--- src/rtl/mem_access_pkg.sv ---
// mem_access_pkg: shared types and constants for the memory-access stage.
// Holds the stage FSM encoding, the byte-lane mask constants used to decode
// load widths, and a small helper to classify an execute-stage result.
package mem_access_pkg;

  typedef enum logic [1:0] {
    MEM_IDLE = 2'd0,
    MEM_REQ  = 2'd1,
    MEM_RESP = 2'd2
  } mem_state_e;

  localparam logic [3:0] BE_W  = 4'b1111;
  localparam logic [3:0] BE_HL = 4'b0011;
  localparam logic [3:0] BE_HH = 4'b1100;
  localparam logic [3:0] BE_B0 = 4'b0001;
  localparam logic [3:0] BE_B1 = 4'b0010;
  localparam logic [3:0] BE_B2 = 4'b0100;
  localparam logic [3:0] BE_B3 = 4'b1000;

  // True when the execute result needs a data-bus transaction.
  function automatic logic is_mem_access(input logic [3:0] rden, input logic [3:0] wren);
    return (rden != 4'b0000) || (wren != 4'b0000);
  endfunction

endpackage

--- src/rtl/mem_access_if.sv ---
// mem_access_if: data-bus request/response bundle between the memory-access
// stage (master) and the data memory or bus fabric (slave).
interface mem_access_if;

  logic        dbus_req;
  logic        dbus_we;
  logic [31:0] dbus_addr;
  logic [3:0]  dbus_be;
  logic [31:0] dbus_wdata;
  logic        dbus_gnt;
  logic        dbus_rvalid;
  logic [31:0] dbus_rdata;
  logic        dbus_err;

  modport master (
    output dbus_req,
    output dbus_we,
    output dbus_addr,
    output dbus_be,
    output dbus_wdata,
    input  dbus_gnt,
    input  dbus_rvalid,
    input  dbus_rdata,
    input  dbus_err
  );

  modport slave (
    input  dbus_req,
    input  dbus_we,
    input  dbus_addr,
    input  dbus_be,
    input  dbus_wdata,
    output dbus_gnt,
    output dbus_rvalid,
    output dbus_rdata,
    output dbus_err
  );

endinterface

--- src/rtl/mem_access_load_align.sv ---
// mem_access_load_align: purely combinational load data aligner.
// Picks the half-word or byte lane named by the read mask out of the bus
// word, shifts it down to bit 0 and sign- or zero-extends it to 32 bits.
// A full-word mask or any mask that is not a recognised lane pattern passes
// the word through untouched.
module mem_access_load_align
  import mem_access_pkg::*;
(
  input  logic [31:0] rdata,
  input  logic [3:0]  rden,
  input  logic        sext,
  output logic [31:0] result
);

  logic fill_h_lo;
  logic fill_h_hi;
  logic fill_b0;
  logic fill_b1;
  logic fill_b2;
  logic fill_b3;

  assign fill_h_lo = sext & rdata[15];
  assign fill_h_hi = sext & rdata[31];
  assign fill_b0   = sext & rdata[7];
  assign fill_b1   = sext & rdata[15];
  assign fill_b2   = sext & rdata[23];
  assign fill_b3   = sext & rdata[31];

  // Select the addressed field and extend it according to the mask.
  always_comb begin
    result = rdata;
    case (rden)
      BE_W:    result = rdata;
      BE_HL:   result = {{16{fill_h_lo}}, rdata[15:0]};
      BE_HH:   result = {{16{fill_h_hi}}, rdata[31:16]};
      BE_B0:   result = {{24{fill_b0}}, rdata[7:0]};
      BE_B1:   result = {{24{fill_b1}}, rdata[15:8]};
      BE_B2:   result = {{24{fill_b2}}, rdata[23:16]};
      BE_B3:   result = {{24{fill_b3}}, rdata[31:24]};
      default: result = rdata;
    endcase
  end

endmodule

--- src/rtl/mem_access.sv ---
// mem_access: memory-access pipeline stage sitting right after execute.
// Non-memory results pass to the write-back registers with one cycle of
// latency. Loads and stores run a single data-bus transaction; while it is
// outstanding the stage stalls the front of the pipeline and emits bubbles.
// Optional feature macro: MEM_BUS_ERR_EN -- when defined, a response flagged
// with dbus_err suppresses the load write-back and pulses mem_err for one
// cycle; when undefined dbus_err is ignored and mem_err stays 0.
module mem_access
  import mem_access_pkg::*;
(
  input  logic         clk,
  input  logic         rst,
  input  logic [4:0]   EX_rd,
  input  logic         EX_rd_vld,
  input  logic [31:0]  EX_x_rd,
  input  logic [31:0]  EX_MEM_addr,
  input  logic [3:0]   EX_MEM_rden,
  input  logic         EX_MEM_rden_SEXT,
  input  logic [3:0]   EX_MEM_wren,
  input  logic [31:0]  EX_MEM_wrdata,
  input  logic [11:0]  EX_csr,
  input  logic [31:0]  EX_x_csr,
  input  logic         EX_csr_vld,
  mem_access_if.master dbus,
  output logic [4:0]   MEM_rd,
  output logic         MEM_rd_vld,
  output logic [31:0]  MEM_x_rd,
  output logic [11:0]  MEM_csr,
  output logic [31:0]  MEM_x_csr,
  output logic         MEM_csr_vld,
  output logic         mem_stall,
  output logic         mem_err
);

  mem_state_e state_q;
  mem_state_e state_d;

  // Captured transaction, held for the whole bus access.
  logic [29:0] addr_q;
  logic [29:0] addr_d;
  logic [3:0]  be_q;
  logic [3:0]  be_d;
  logic        we_q;
  logic        we_d;
  logic [31:0] wdata_q;
  logic [31:0] wdata_d;
  logic [4:0]  rd_q;
  logic [4:0]  rd_d;
  logic        rd_vld_q;
  logic        rd_vld_d;
  logic        sext_q;
  logic        sext_d;
  logic [3:0]  rden_q;
  logic [3:0]  rden_d;

  // Write-back registers seen by the register file and CSR unit.
  logic [4:0]  mem_rd_q;
  logic [4:0]  mem_rd_d;
  logic        mem_rd_vld_q;
  logic        mem_rd_vld_d;
  logic [31:0] mem_x_rd_q;
  logic [31:0] mem_x_rd_d;
  logic [11:0] mem_csr_q;
  logic [11:0] mem_csr_d;
  logic [31:0] mem_x_csr_q;
  logic [31:0] mem_x_csr_d;
  logic        mem_csr_vld_q;
  logic        mem_csr_vld_d;
  logic        mem_err_q;
  logic        mem_err_d;

  logic        ex_access;
  logic        ex_load;
  logic        complete;
  logic        bus_err;
  logic [31:0] load_data;

  logic [1:0]  unused_addr_lsb;

  assign unused_addr_lsb = EX_MEM_addr[1:0];

  assign ex_access = is_mem_access(EX_MEM_rden, EX_MEM_wren);
  assign ex_load   = (EX_MEM_rden != 4'b0000);

  // A transaction finishes on a response, either together with the grant
  // or later while waiting in RESP.
  assign complete = ((state_q == MEM_REQ) && dbus.dbus_gnt && dbus.dbus_rvalid) ||
                    ((state_q == MEM_RESP) && dbus.dbus_rvalid);

`ifdef MEM_BUS_ERR_EN
  assign bus_err = complete & dbus.dbus_err;
`else
  logic unused_bus_err;
  assign unused_bus_err = dbus.dbus_err;
  assign bus_err = 1'b0;
`endif

  mem_access_load_align u_load_align (
    .rdata  (dbus.dbus_rdata),
    .rden   (rden_q),
    .sext   (sext_q),
    .result (load_data)
  );

  // FSM state register; reset abandons any transaction in flight.
  always_ff @(posedge clk or posedge rst) begin
    if (rst) begin
      state_q <= MEM_IDLE;
    end else begin
      state_q <= state_d;
    end
  end

  // FSM next state: start on an access, wait for grant, then for response.
  always_comb begin
    state_d = state_q;
    case (state_q)
      MEM_IDLE: begin
        if (ex_access) begin
          state_d = MEM_REQ;
        end
      end
      MEM_REQ: begin
        if (dbus.dbus_gnt) begin
          state_d = dbus.dbus_rvalid ? MEM_IDLE : MEM_RESP;
        end
      end
      MEM_RESP: begin
        if (dbus.dbus_rvalid) begin
          state_d = MEM_IDLE;
        end
      end
      default: state_d = MEM_IDLE;
    endcase
  end

  // FSM outputs: request and stall decoded from the registered state only.
  always_comb begin
    dbus.dbus_req   = (state_q == MEM_REQ);
    dbus.dbus_we    = we_q;
    dbus.dbus_addr  = {addr_q, 2'b00};
    dbus.dbus_be    = be_q;
    dbus.dbus_wdata = wdata_q;
    mem_stall       = (state_q != MEM_IDLE);
  end

  // Datapath next values: pass-through, capture, bubble or completion.
  always_comb begin
    addr_d        = addr_q;
    be_d          = be_q;
    we_d          = we_q;
    wdata_d       = wdata_q;
    rd_d          = rd_q;
    rd_vld_d      = rd_vld_q;
    sext_d        = sext_q;
    rden_d        = rden_q;
    mem_rd_d      = mem_rd_q;
    mem_rd_vld_d  = mem_rd_vld_q;
    mem_x_rd_d    = mem_x_rd_q;
    mem_csr_d     = mem_csr_q;
    mem_x_csr_d   = mem_x_csr_q;
    mem_csr_vld_d = mem_csr_vld_q;
    mem_err_d     = 1'b0;
    case (state_q)
      MEM_IDLE: begin
        if (!ex_access) begin
          mem_rd_d      = EX_rd;
          mem_rd_vld_d  = EX_rd_vld;
          mem_x_rd_d    = EX_x_rd;
          mem_csr_d     = EX_csr;
          mem_x_csr_d   = EX_x_csr;
          mem_csr_vld_d = EX_csr_vld;
        end else begin
          addr_d        = EX_MEM_addr[31:2];
          we_d          = !ex_load;
          be_d          = ex_load ? EX_MEM_rden : EX_MEM_wren;
          wdata_d       = EX_MEM_wrdata;
          rd_d          = EX_rd;
          rd_vld_d      = EX_rd_vld;
          sext_d        = EX_MEM_rden_SEXT;
          rden_d        = EX_MEM_rden;
          mem_rd_vld_d  = 1'b0;
          mem_csr_vld_d = 1'b0;
        end
      end
      MEM_REQ, MEM_RESP: begin
        mem_rd_vld_d  = 1'b0;
        mem_csr_vld_d = 1'b0;
        if (complete) begin
          mem_err_d = bus_err;
          if (!we_q) begin
            mem_rd_d     = rd_q;
            mem_x_rd_d   = load_data;
            mem_rd_vld_d = rd_vld_q & ~bus_err;
          end
        end
      end
      default: begin
        mem_rd_vld_d  = 1'b0;
        mem_csr_vld_d = 1'b0;
      end
    endcase
  end

  // Datapath registers, all cleared by reset.
  always_ff @(posedge clk or posedge rst) begin
    if (rst) begin
      addr_q        <= '0;
      be_q          <= '0;
      we_q          <= 1'b0;
      wdata_q       <= '0;
      rd_q          <= '0;
      rd_vld_q      <= 1'b0;
      sext_q        <= 1'b0;
      rden_q        <= '0;
      mem_rd_q      <= '0;
      mem_rd_vld_q  <= 1'b0;
      mem_x_rd_q    <= '0;
      mem_csr_q     <= '0;
      mem_x_csr_q   <= '0;
      mem_csr_vld_q <= 1'b0;
      mem_err_q     <= 1'b0;
    end else begin
      addr_q        <= addr_d;
      be_q          <= be_d;
      we_q          <= we_d;
      wdata_q       <= wdata_d;
      rd_q          <= rd_d;
      rd_vld_q      <= rd_vld_d;
      sext_q        <= sext_d;
      rden_q        <= rden_d;
      mem_rd_q      <= mem_rd_d;
      mem_rd_vld_q  <= mem_rd_vld_d;
      mem_x_rd_q    <= mem_x_rd_d;
      mem_csr_q     <= mem_csr_d;
      mem_x_csr_q   <= mem_x_csr_d;
      mem_csr_vld_q <= mem_csr_vld_d;
      mem_err_q     <= mem_err_d;
    end
  end

  assign MEM_rd      = mem_rd_q;
  assign MEM_rd_vld  = mem_rd_vld_q;
  assign MEM_x_rd    = mem_x_rd_q;
  assign MEM_csr     = mem_csr_q;
  assign MEM_x_csr   = mem_x_csr_q;
  assign MEM_csr_vld = mem_csr_vld_q;
  assign mem_err     = mem_err_q;

endmodule

--- src/flat_wrapper.sv ---
// flat-port wrapper written by rule: the top's interface ports become plain ports
module mem_access_flat import mem_access_pkg::*;
  (clk, rst, EX_rd, EX_rd_vld, EX_x_rd, EX_MEM_addr, EX_MEM_rden, EX_MEM_rden_SEXT, EX_MEM_wren, EX_MEM_wrdata, EX_csr, EX_x_csr, EX_csr_vld, MEM_rd, MEM_rd_vld, MEM_x_rd, MEM_csr, MEM_x_csr, MEM_csr_vld, mem_stall, mem_err, dbus_dbus_req, dbus_dbus_we, dbus_dbus_addr, dbus_dbus_be, dbus_dbus_wdata, dbus_dbus_gnt, dbus_dbus_rvalid, dbus_dbus_rdata, dbus_dbus_err);
  mem_access_if dbus_i ();
  input  logic clk;
  input  logic rst;
  input  logic [4:0] EX_rd;
  input  logic EX_rd_vld;
  input  logic [31:0] EX_x_rd;
  input  logic [31:0] EX_MEM_addr;
  input  logic [3:0] EX_MEM_rden;
  input  logic EX_MEM_rden_SEXT;
  input  logic [3:0] EX_MEM_wren;
  input  logic [31:0] EX_MEM_wrdata;
  input  logic [11:0] EX_csr;
  input  logic [31:0] EX_x_csr;
  input  logic EX_csr_vld;
  output logic [4:0] MEM_rd;
  output logic MEM_rd_vld;
  output logic [31:0] MEM_x_rd;
  output logic [11:0] MEM_csr;
  output logic [31:0] MEM_x_csr;
  output logic MEM_csr_vld;
  output logic mem_stall;
  output logic mem_err;
  output wire logic [$bits(dbus_i.dbus_req)-1:0] dbus_dbus_req;
  output wire logic [$bits(dbus_i.dbus_we)-1:0] dbus_dbus_we;
  output wire logic [$bits(dbus_i.dbus_addr)-1:0] dbus_dbus_addr;
  output wire logic [$bits(dbus_i.dbus_be)-1:0] dbus_dbus_be;
  output wire logic [$bits(dbus_i.dbus_wdata)-1:0] dbus_dbus_wdata;
  input wire logic [$bits(dbus_i.dbus_gnt)-1:0] dbus_dbus_gnt;
  input wire logic [$bits(dbus_i.dbus_rvalid)-1:0] dbus_dbus_rvalid;
  input wire logic [$bits(dbus_i.dbus_rdata)-1:0] dbus_dbus_rdata;
  input wire logic [$bits(dbus_i.dbus_err)-1:0] dbus_dbus_err;
  assign dbus_dbus_req = dbus_i.dbus_req;
  assign dbus_dbus_we = dbus_i.dbus_we;
  assign dbus_dbus_addr = dbus_i.dbus_addr;
  assign dbus_dbus_be = dbus_i.dbus_be;
  assign dbus_dbus_wdata = dbus_i.dbus_wdata;
  assign dbus_i.dbus_gnt = dbus_dbus_gnt;
  assign dbus_i.dbus_rvalid = dbus_dbus_rvalid;
  assign dbus_i.dbus_rdata = dbus_dbus_rdata;
  assign dbus_i.dbus_err = dbus_dbus_err;
  mem_access u_core (.clk(clk), .rst(rst), .EX_rd(EX_rd), .EX_rd_vld(EX_rd_vld), .EX_x_rd(EX_x_rd), .EX_MEM_addr(EX_MEM_addr), .EX_MEM_rden(EX_MEM_rden), .EX_MEM_rden_SEXT(EX_MEM_rden_SEXT), .EX_MEM_wren(EX_MEM_wren), .EX_MEM_wrdata(EX_MEM_wrdata), .EX_csr(EX_csr), .EX_x_csr(EX_x_csr), .EX_csr_vld(EX_csr_vld), .dbus(dbus_i), .MEM_rd(MEM_rd), .MEM_rd_vld(MEM_rd_vld), .MEM_x_rd(MEM_x_rd), .MEM_csr(MEM_csr), .MEM_x_csr(MEM_x_csr), .MEM_csr_vld(MEM_csr_vld), .mem_stall(mem_stall), .mem_err(mem_err));
endmodule
--- config.mk ---
export PLATFORM = sky130hd
export DESIGN_NAME = mem_access_flat
export DESIGN_NICKNAME = d
export VERILOG_FILES = /design/src/rtl/mem_access_pkg.sv /design/src/rtl/mem_access_if.sv /design/src/rtl/mem_access_load_align.sv /design/src/rtl/mem_access.sv /design/src/flat_wrapper.sv
export SDC_FILE = /design/constraint.sdc
export NUM_CORES = 1
export LEC_CHECK = 0
export ABC_CLOCK_PERIOD_IN_PS = 6100
export BUFFER_PORTS_ARGS = -buffer_cell sky130_fd_sc_hd__clkbuf_2
export CORE_AREA = 2 2 136 138
export CTS_CLUSTER_DIAMETER = 30
export DETAILED_ROUTE_END_ITERATION = 6
export DIE_AREA = 0 0 138 140
export GPL_ROUTABILITY_DRIVEN = 0
export PLACE_DENSITY = 0.71
export SYNTH_ARGS = -nofsm -noshare
export SYNTH_HDL_FRONTEND = slang
export SYNTH_SLANG_ARGS = --single-unit
--- constraint.sdc ---
create_clock -name clk -period 6.1 [get_ports clk]
set_clock_uncertainty 0.15 [all_clocks]
set_input_delay 0.61 -clock clk [delete_from_list [all_inputs] [get_ports clk]]
set_output_delay 0.61 -clock clk [all_outputs]
set_load 0.005 [all_outputs]
==> results.json <==
{
  "cts_buffers": 17,
  "final.min_clock_period_ns": 3.25,
  "drt_iter0_drc": 474,
  "synthArstFlopShare_pct": 100,
  "hold_viol": 0,
  "ys_ff_latch": 163,
  "p_leak_nw": 5.00,
  "whs_ns": 0.188,
  "synth-compound-area-share_pct": 12.9,
  "portBuffers": 341,
  "avgViaCountPerCell": 4.92,
  "worstSetupPathType": "reg -> reg",
  "fin_setup_tns_ns": 0,
  "cp.required_ns": 6.29,
  "cpPeakStageDelay_ns": 0.88,
  "top_usage_layer": "met2",
  "dieHeight_um": 140,
  "antenna_cells": 0,
  "critPathArrivalTime_ns": 3.44,
  "nets": 1188,
  "wl_mm": 20.2,
  "setup_viol": 0,
  "cp_max_fo": 48,
  "syn_inst": 669,
  "grt.total_usage_pct": 20.7,
  "drt_pass1_iterations": 5,
  "clkSlewWorstSetupHoldPaths_ns": 0.07,
  "initial_utilization_pct": 39.8,
  "grt_pass1_vias": 5886,
  "rows": 49,
  "h-tree-depth": 4,
  "met3_usage_pct": 4.51,
  "ys.flop_type": "dfrtp_1",
  "antenna_found_initial": 0,
  "crit_path_end_kind": "register",
  "ioPinCount": 348,
  "synth_edf_count": 0,
  "netlist.area_leader.share_pct": 57.6,
  "cpLargestDelayFamily": "compound AO/OA/AOI/OAI gates",
  "wl_per_cell_um": 16.4,
  "gr-total-overflow": 0,
  "cp_cell_sequence": "inv_1 -> ha_1 -> buf_4 -> nand2_1 -> nor3_1 -> o21a_1 -> o21ai_0 -> o21ai_1",
  "grt_max_degree": 95,
  "grt_use_met2_pct": 33.8,
  "synth.mux.area_fraction_pct": 11.8,
  "synthSimpleGateAreaFrac_pct": 12.9,
  "ys_types": 40,
  "nFillCells": 1645,
  "grt_pass1_wl_mm": 32.0,
  "ctsHoldBuffers": 0,
  "timing.fmax_mhz": 308,
  "outcome": "finished, final reports clean",
  "ant_nets": 0,
  "core_um2": 17800,
  "drc": 0,
  "synth_top_family_by_area": "simple AND/OR/NAND/NOR gates",
  "dp_hpwl_mm": 14.8,
  "worstMarginPinSlew_ns": 1.09,
  "syn2layout_area_growth_pct": 34.0,
  "synth_warnings": 0,
  "clockBufferDepth": 2,
  "tritoncts": "yes",
  "post_cts_resized": 0,
  "power_density_nw_per_um2": 506,
  "irDropWorstVdd_v": 0.000220,
  "hold_class": "in -> async",
  "crit_path_start_kind": "register",
  "rsz0062_at_grt": "false",
  "slew-limit-headroom_pct": 27.0,
  "layout-drive-gt1-share_pct": 45.4,
  "synth-adder-area-share_pct": 0.707,
  "yosys.area.top_type": "dfrtp_1",
  "die_area_um2": 19300,
  "grt.met1_usage_pct": 27.1,
  "syn_area_um2": 7080,
  "synth-xor-area-share_pct": 0.124,
  "cp_slowest_cell": "o21a_1",
  "clk_latency_ns": 0.41,
  "die_w_um": 138,
  "synth.area.top_cells": "dfrtp_1 58%, mux2_2 11%, nand2_1 10%, o21ai_0 2.8%, o21ai_1 2.6%",
  "clock_sinks": 163,
  "drv_cap": 0,
  "period_share_pct": 53.3,
  "cts_root_buf": "clkbuf_16",
  "syn_avg_cell_area_um2": 10.6,
  "worst-path-buf-inv": 2,
  "route.vias.total": 6067,
  "post_cts_buffers": 0,
  "slew_violations": 0,
  "p_total_mw": 4.80,
  "seq_area_frac_synth_pct": 57.6
}
cells by family after synthesis:
| group | Yosys count |
|---|---|
| compound gates | 149 |
| xor+xnor | 1 |
| fa+ha+maj | 4 |
| buf+inv | 52 |
| flops | 163 |
| mux | 75 |
| other cells | 1 |
| simple gates | 224 |
synth_stat cells (all sizes together) (6+ instances only):
master and instances:
nor2 14, a22o 12, o21ai 79, dfrtp 163, inv 8, clkbuf 16
a22oi 9, nand2 195, mux2 69, buf 28, mux2i 6, a211oi 8
a21oi 26, a221oi 8
metrics by stage:
| stage | util [%] | setup WS, ns | area [um^2] | cells |
|---|---|---|---|---|
| 2_1_floorplan | - | 0.935 | 7090 | 671 |
| 3_3_place_gp | 50.0 | 2.52 | 8890 | 1201 |
| 3_5_place_dp | 50.0 | 2.53 | 8890 | 1201 |
| 4_1_cts | 53.4 | 2.84 | 9490 | 1233 |
| 5_1_grt | 53.4 | 2.51 | 9490 | 1233 |
| 6_report | 53.4 | 2.85 | 9490 | 1233 |
worst reg2reg max path: cells and delay by family (launching register included):
family / cells / cell delay, ns
buffers and inverters: 2 / 0.52
adders and majority gates: 1 / 0.28
and+or+nand+nor: 2 / 0.53
AOI/OAI and AO/OA: 3 / 1.30
DFF: 1 / 0.40
sequential cells by signal, summed over array words and instances (netlist names):
register / count
u_core.rden_q: 4
u_core.state_q: 2
u_core.rd_vld_q: 1
u_core.MEM_x_csr: 32
u_core.dbus.dbus_be: 4
u_core.sext_q: 1
u_core.dbus.dbus_wdata: 32
u_core.dbus.dbus_we: 1
u_core.rd_q: 5
u_core.MEM_csr: 12
u_core.MEM_x_rd: 32
u_core.MEM_rd: 5
u_core.MEM_csr_vld: 1
u_core.addr_q: 30
u_core.MEM_rd_vld: 1
final cells by class:
cell class	instances	area, um^2	area share (%)
Multi-Input combinational cell	456	2750	29.0
Clock inverter	14	169	1.78
Clock buffer	18	429	4.52
Sequential cell	163	4080	43.0
Timing Repair Buffer	345	1740	18.3
Tap cell	229	287	3.02
Inverter	8	35.0	0.369
worst paths after layout:
kind | from | endpoint | slack [ns] | cells after the start
max | u_core.state_q[1] | u_core.MEM_x_rd[13] | 2.85 | 8
min | rst | u_core.dbus.dbus_wdata[9] | 0.19 | 2
max reg2reg | u_core.state_q[1] | u_core.MEM_x_rd[13] | 2.85 | 8
min reg2reg | u_core.MEM_x_csr[3] | u_core.MEM_x_csr[3] | 0.32 | 2
max in group asynchronous | rst | u_core.MEM_x_rd[31] | 4.11 | 3
min in group clk | EX_x_csr[28] | u_core.MEM_x_csr[28] | 0.23 | 3
placed cells by master (no fill, tap or decap), types with 5 or more instances in the layout:
master,count
clkbuf_2,341
nand2_1,195
dfrtp_1,163
mux2_2,69
o21ai_0,40
o21ai_1,36
a21oi_1,26
clkbuf_16,17
nor2_1,14
a22o_1,12
a22oi_1,9
a211oi_1,8
a221oi_1,8
inv_1,6
mux2i_1,6
inv_6,5
where the power goes:
group	internal, mW	switching, mW
clock network	0.616	0.464
logic	0.902	1.06
registers	1.50	0.250
total	3.02	1.78
layer usage:
| metal | vias to the layer above | part of all wire [%] | wire length (um) |
|---|---|---|---|
| met3 | 30 | 6.5 | 1310 |
| li1 | 2926 | - | - |
| met1 | 2859 | 41 | 8390 |
| met2 | 252 | 50 | 10100 |
| met5 | - | 0 | 0 |
| met4 | 0 | 2.2 | 440 |
Power figures use the tool's default switching activity.
